<file path="src/rtl/ifmap_word_streamer_pkg.sv">
// Shared constants and FSM encoding for the input-feature word streamer.
// Sizes match the 8-way ROM mux feeding the conv MAC datapath.
package ifmap_word_streamer_pkg;

    localparam int WORD_W = 192;
    localparam int ELEM_W = 16;
    localparam int N_ELEM = WORD_W / ELEM_W;
    localparam int F_W    = 3;
    localparam int N_IF   = 2 ** F_W;
    localparam int ADDR_W = 8;

    typedef enum logic [2:0] {
        ST_IDLE    = 3'd0,
        ST_FETCH   = 3'd1,
        ST_CAPTURE = 3'd2,
        ST_STREAM  = 3'd3,
        ST_FINISH  = 3'd4
    } state_t;

endpackage

</file>
<file path="src/rtl/ifmap_word_streamer_unpack.sv">
// Word register with indexed element extraction.
// The index only moves on a handshake, so the element holds during stalls.
module word_unpack_reg #(
    parameter int WORD_W = 192,
    parameter int ELEM_W = 16
) (
    input  logic              clk,
    input  logic              rst_n,
    input  logic              i_load,
    input  logic [WORD_W-1:0] i_data,
    input  logic              i_adv,
    output logic [ELEM_W-1:0] o_elem,
    output logic              o_idx_last
);

    localparam int N_ELEM = WORD_W / ELEM_W;
    localparam int IDX_W  = (N_ELEM > 1) ? $clog2(N_ELEM) : 1;

    logic [WORD_W-1:0] r_word;
    logic [IDX_W-1:0]  r_idx;
    logic              w_idx_last;
    logic [ELEM_W-1:0] w_elem;

    assign w_idx_last = (r_idx == IDX_W'(N_ELEM - 1));

    always_ff @(posedge clk or negedge rst_n) begin
        if (!rst_n) begin
            r_word <= '0;
            r_idx  <= '0;
        end else if (i_load) begin
            r_word <= i_data;
            r_idx  <= '0;
        end else if (i_adv) begin
            r_idx  <= w_idx_last ? '0 : r_idx + 1'b1;
        end
    end

    // Element 0 sits in the LSBs of the word.
    always_comb begin
        w_elem = '0;
        for (int i = 0; i < N_ELEM; i++) begin
            if (r_idx == IDX_W'(i)) begin
                w_elem = r_word[i*ELEM_W +: ELEM_W];
            end
        end
    end

    assign o_elem     = w_elem;
    assign o_idx_last = w_idx_last;

endmodule

</file>
<file path="src/rtl/ifmap_word_streamer.sv">
// Sequences F/rom_addr across all input features and streams each
// captured ROM word as elements over a valid/ready link.
module ifmap_word_streamer #(
    parameter int WORD_W = ifmap_word_streamer_pkg::WORD_W,
    parameter int ELEM_W = ifmap_word_streamer_pkg::ELEM_W,
    parameter int N_IF   = ifmap_word_streamer_pkg::N_IF,
    parameter int F_W    = ifmap_word_streamer_pkg::F_W,
    parameter int ADDR_W = ifmap_word_streamer_pkg::ADDR_W
) (
    input  logic              clk,
    input  logic              rst_n,
    input  logic              start,
    input  logic [ADDR_W-1:0] num_words,
    output logic [F_W-1:0]    F,
    output logic [ADDR_W-1:0] rom_addr,
    input  logic [WORD_W-1:0] rom_data,
    output logic [ELEM_W-1:0] elem_out,
    output logic              elem_valid,
    input  logic              elem_ready,
    output logic              elem_last,
    output logic              if_last,
    output logic              busy,
    output logic              done
);

    import ifmap_word_streamer_pkg::*;

    state_t            r_state;
    state_t            w_next;
    logic [F_W-1:0]    r_f;
    logic [ADDR_W-1:0] r_addr;
    logic [ADDR_W-1:0] r_nw;

    logic              w_stream;
    logic              w_hs;
    logic              w_idx_last;
    logic              w_word_end;
    logic              w_addr_end;
    logic              w_f_end;
    logic              w_start_ok;
    logic [ELEM_W-1:0] w_elem;

    assign w_stream   = (r_state == ST_STREAM);
    assign w_hs       = w_stream & elem_ready;
    assign w_word_end = w_hs & w_idx_last;
    assign w_addr_end = (r_addr == ADDR_W'(r_nw - 1'b1));
    assign w_f_end    = (r_f == F_W'(N_IF - 1));
    assign w_start_ok = (r_state == ST_IDLE) & start;

    always_ff @(posedge clk or negedge rst_n) begin
        if (!rst_n) begin
            r_state <= ST_IDLE;
        end else begin
            r_state <= w_next;
        end
    end

    always_comb begin
        w_next = r_state;
        unique case (r_state)
            ST_IDLE: begin
                if (start) begin
                    w_next = (num_words != '0) ? ST_FETCH : ST_FINISH;
                end
            end
            ST_FETCH:   w_next = ST_CAPTURE;
            ST_CAPTURE: w_next = ST_STREAM;
            ST_STREAM: begin
                if (w_word_end) begin
                    w_next = (w_addr_end && w_f_end) ? ST_FINISH : ST_FETCH;
                end
            end
            ST_FINISH:  w_next = ST_IDLE;
            default:    w_next = ST_IDLE;
        endcase
    end

    // Every accepted start rewinds to F0/addr0, even an empty pass.
    always_ff @(posedge clk or negedge rst_n) begin
        if (!rst_n) begin
            r_f    <= '0;
            r_addr <= '0;
            r_nw   <= '0;
        end else if (w_start_ok) begin
            r_f    <= '0;
            r_addr <= '0;
            r_nw   <= num_words;
        end else if (w_word_end) begin
            if (!w_addr_end) begin
                r_addr <= r_addr + 1'b1;
            end else if (!w_f_end) begin
                r_f    <= r_f + 1'b1;
                r_addr <= '0;
            end
        end
    end

    word_unpack_reg #(
        .WORD_W (WORD_W),
        .ELEM_W (ELEM_W)
    ) u_unpack (
        .clk        (clk),
        .rst_n      (rst_n),
        .i_load     (r_state == ST_CAPTURE),
        .i_data     (rom_data),
        .i_adv      (w_hs),
        .o_elem     (w_elem),
        .o_idx_last (w_idx_last)
    );

    assign F          = r_f;
    assign rom_addr   = r_addr;
    assign elem_out   = w_elem;
    assign elem_valid = w_stream;
    assign elem_last  = w_stream & w_idx_last;
    assign if_last    = w_stream & w_idx_last & w_addr_end;
    assign busy       = (r_state != ST_IDLE);
    assign done       = (r_state == ST_FINISH);

endmodule
</file>
<file path="config.mk">
export PLATFORM = sky130hd
export DESIGN_NAME = ifmap_word_streamer
export DESIGN_NICKNAME = d
export VERILOG_FILES = /design/src/rtl/ifmap_word_streamer_pkg.sv /design/src/rtl/ifmap_word_streamer_unpack.sv /design/src/rtl/ifmap_word_streamer.sv
export SDC_FILE = /design/constraint.sdc
export NUM_CORES = 1
export LEC_CHECK = 0
export CAP_MARGIN = 20
export CORE_MARGIN = 10
export CORE_UTILIZATION = 40
export CTS_CLUSTER_DIAMETER = 60
export CTS_CLUSTER_SIZE = 28
export DETAILED_ROUTE_END_ITERATION = 12
export PLACE_DENSITY = 0.64
export SYNTH_ARGS = -nofsm -noshare
export SYNTH_HDL_FRONTEND = slang
export SYNTH_SLANG_ARGS = --single-unit
export TNS_END_PERCENT = 1
</file>
<file path="constraint.sdc">
create_clock -name clk -period 2.5 [get_ports clk]
set_input_delay 0.375 -clock clk [delete_from_list [all_inputs] [get_ports clk]]
set_output_delay 0.375 -clock clk [all_outputs]
set_load 0.03 [all_outputs]
</file>
==> impl_summary.md <==
Outcome
The flow ran to the end, but the final reports show violations. The final reports fail on setup timing.

Critical path
The startpoint type of the worst setup path is a register. The required arrival time at the worst endpoint is ~2100 ps. In this run the critical register-to-register path is captured at F[1]$_DFFE_PN0P_. In this run the critical register-to-register path is launched from u_unpack.r_idx[0]$_DFFE_PN0P_.

Across all register-to-register paths, the minimum setup slack is 250 ps. Measured in cells, the most critical reg-to-reg path has a length of 10. Data arrives at the worst endpoint at approximately 2700 ps. Along the worst path, the maximum fanout reaches 8. By startpoint and endpoint, the worst setup path is classified as reg -> out.

The endpoint kind of the worst setup timing path is a primary output.

Placed design
During placement, the flow inserted port buffers numbering roughly 240. The total half-perimeter wirelength after legalization and detailed placement is 24.4 mm. The routability-driven placement congestion ratio is ~0.84.

GRT
Across every metal layer, demand over resource in global routing totals 19.0%. The pin count of the biggest net entering global routing is 65. The first global-routing pass estimated ~50 mm of wire.

For this run the aggregate overflow at the end of global routing stands at 0. The via count of the first global-routing pass was ~8700. The number of antenna violations at the first check in global routing came to 1.

Job
The tool flagged a number of max-cap violations equal to 0.

Synthesis
Synthesis inferred roughly 220 register bits. After synthesis, the mean cell area works out to ~12 µm². The most instantiated flip-flop cell in the synthesis netlist is dfrtp_1. In this run the cell area of the synthesized design comes to around 10000 µm².

The number of synthesized flops with an enable pin is 0. Summed over its instances, the top area cell type makes up between 50 and 60% of the synthesized netlist area. The sequential fraction of the synthesis area is between 50% and 60%. The number of nets produced by synthesis is ~1100. The post-synthesis cell type count is 60. The number of synthesis warnings is 0. For this run, asynchronously set or reset flops after synthesis account for between 90% and 100%. The synthesized netlist cell count is about 860. Of all cell types, the one taking the most synthesized area is dfrtp_1. Ranked by total cell area, the synthesized netlist is headed by dfrtp_1 (52%), mux2_2 (20%), a221oi_1 (2.6%), nand2_1 (2.5%), nor2b_1 (1.5%).

Pwr
The internal portion of the total power is around 12 mW. The clock network is responsible for a little under a fifth of the overall power. The switching power total is ~7 mW. In this run switching power makes up between 30% and 40% of total power. The leakage component of the power is between 6 and 7 nW.

The maximum resistive drop on vdd is 1.01 mV. The design draws about 19 mW. The share of total power dissipated in combinational logic is 48.3%.

The proportion of power drawn by flip-flops and latches is 33.6%. The power density of the placed cells is 1240 nW/µm².

Drt
Using the TritonRoute via totals, the vias-per-cell ratio works out to 5.45. Detailed routing inserted a total of 8142 vias. The violation count after the first detailed-routing iteration is ~640.

The average detailed-routed wire length per instance is around 22 µm. After detailed routing, the number of remaining DRC violations is 0. The first TritonRoute pass finished after 4 iterations. The total routed wirelength is roughly 32 mm.

The residual antenna-violating net count after detailed routing is 0.

STA
Across all setup checks in the final design, the least slack found is -577 ps. The setup violation total in the final timing report is 17. The final critical path takes up 123% of the cycle. The post-route clock skew is 14.1 ps. Setup repair after global routing could not meet its margin everywhere. The highest achievable clock rate is ~330 MHz. The count of final max-slew check failures is 0. For the pin with the worst max-slew slack, the measured transition is roughly 590 ps.

The time the worst path needs with I/O delays and setup is slightly above 3000 ps. The hold violation count in the final report is 0. The worst slew margin relative to its limit is approximately three fifths.

Floorplanning
The core region is ~26000 µm². The height of the chip is between 150 and 200 µm. The chip width is roughly 180 µm.

between 200 and 250 I/O pins were placed. The starting density of the core is 40.5%. The area of the die is between 30000 and 40000 µm². Row generation in the floorplan step produced 59 rows.

Layout
The core occupancy in the finished layout is ~58%. The fill cell total of the finished layout is approximately 2100. The fraction of final layout cells sized beyond drive strength 1 is between 30% and 40%. The total inserted antenna cells is 0. For this run, the post-layout net count is 1356. The area growth from synthesis to layout is 43.1%.

The multi-input logic area is 5140 µm². The area taken by flip-flops and latches is ~5500 µm².

Clocking
The largest buffer count on any clock path is 3. The clock sink count is approximately 220. After clock tree synthesis, the clock-pin slew on the worst setup and hold paths is 70 ps. The number of CTS-inserted buffers is 20. The latest clock arrival within the worst-skew pair is around 520 ps. The clock tree from TritonCTS is built. CTS built an H-tree with a depth of 1. The cell sitting at the root of the clock tree is a clkbuf_16.

Worst hold path
The class of the tightest hold or removal check is in -> async.
## worst max-delay path, stage by stage (launching register included)
cell and delay (ps):
dfrtp_1 430, buf_4 160, ha_4 180, buf_12 140
buf_4 160, buf_4 150, nor3_2 170, a211oi_2 90
o211ai_1 340, o221a_2 260, buf_6 130
## routing by layer
metal	global-route usage [%]	part of all wire [%]	up-vias
li1	-	-	3784
met1	25.5	44	4080
met2	30.8	47	235
met3	4.14	6.4	41
met4	4.07	2.1	2
met5	0	0.040	-
## cells in the mapped netlist (all sizes together), types with 2 or more instances
master / instances
mux2: 190
nor2b: 25
o31ai: 13
a22o: 2
o221ai: 14
nand2: 70
dfrtp: 218
a221oi: 31
inv: 8
clkbuf: 24
o221a: 9
nand4: 3
a21oi: 27
a221o: 11
o21ai: 27
a21boi: 4
o211ai: 9
buf: 36
o22ai: 14
and3: 3
o2111ai: 2
or4: 2
xor2: 6
a31oi: 6
a211oi: 10
nor2: 22
or2: 2
a22oi: 4
and3b: 3
and2: 7
nor3: 20
ha: 8
nand3: 12
xnor2: 5
## sequential cells by signal, summed over array words and instances (netlist names)
name	flops
F	3
r_nw	8
u_unpack.r_word	192
r_state	3
u_unpack.r_idx	4
rom_addr	8
## final cells by class
type                            instances  area share (%)
Clock inverter                         15            1.38
Sequential cell                       218            36.4
Multi-Input combinational cell        573            34.3
Tap cell                              335            2.79
Timing Repair Buffer                  323            21.5
Inverter                                8           0.200
Clock buffer                           21            3.50
## layout by cell type, fill, tap and decap left out, types with 5 or more instances in the layout
master and n:
a211oi_2 7, a21oi_1 24, a221o_1 11, a221oi_1 14, a221oi_2 14, a31oi_1 5, buf_12 14, buf_4 72
buf_6 19, clkbuf_16 21, clkdlybuf4s50_1 213, dfrtp_1 218, ha_4 5, inv_1 6, mux2_2 190, nand2_1 66
nand3_1 10, nor2_1 17, nor2b_1 24, nor3_1 13, nor3_2 5, o211ai_1 9, o21ai_0 17, o21ai_1 8
o221a_2 8, o221ai_1 13, o22ai_1 8, o22ai_2 5, o31ai_1 7, o31ai_2 5, xor2_1 6
## timing repair
| item | CTS | global route |
|---|---|---|
| endpoints found under the setup margin | 19 | 20 |
| setup buffers | 4 | 1 |
| resized for setup | 70 | 35 |
| pin swaps | 22 | 21 |
| cloned | 1 | 0 |
| hold endpoints to repair | 59 | 0 |
| hold buffers | 1 | 0 |
## worst max path at each step
| stage | start | to | slack [ps] | cells after the start |
|---|---|---|---|---|
| 2_1_floorplan | u_unpack.r_idx[1]$_DFFE_PN0P_ | elem_out[11] | -70 | 9 |
| 3_3_place_gp | u_unpack.r_idx[0]$_DFFE_PN0P_ | elem_out[5] | -260 | 10 |
| 3_5_place_dp | u_unpack.r_idx[0]$_DFFE_PN0P_ | elem_out[2] | -350 | 10 |
| 4_1_cts | u_unpack.r_idx[0]$_DFFE_PN0P_ | elem_out[4] | -580 | 10 |
| 5_1_grt | u_unpack.r_idx[0]$_DFFE_PN0P_ | elem_out[4] | -670 | 10 |
| 6_report | u_unpack.r_idx[0]$_DFFE_PN0P_ | elem_out[4] | -580 | 10 |
## power by group through the flow
stage / clock network, mW / registers [mW] / logic, mW
after global placement: 0 / 6.20 / 7.95
after detailed placement: 0 / 6.23 / 8.08
after global routing: 3.61 / 6.44 / 9.66
final: 3.38 / 6.27 / 9.01
after CTS: 3.48 / 6.21 / 8.79
after floorplan: 0 / 5.82 / 4.78
## cells by family (layout without fill, tap and decap cells)
group	count (synthesis)	count (layout)	share of synthesized area [%]
AO/OA/AOI/OAI	188	188	13.6
XOR/XNOR	11	11	0.991
adder cells (fa/ha/maj)	8	8	0.955
buffers and inverters	68	367	3.09
flip-flops	218	218	52.0
multiplexers	190	190	20.4
AND/OR/NAND/NOR	176	176	8.88
## stage by stage
step	instance area, µm²	hold WS, ps	setup slack (ps)	setup TNS (ps)	cells
CTS	14800	398	-582	-8930	1494
floorplan	10500	79.4	-65.9	-275	859
global placement	13700	355	-260	-2660	1452
finish	15000	383	-577	-8240	1493
detailed placement	13700	356	-354	-3670	1452
global route	15000	421	-668	-10220	1493
(Power assumes the default switching activity.)
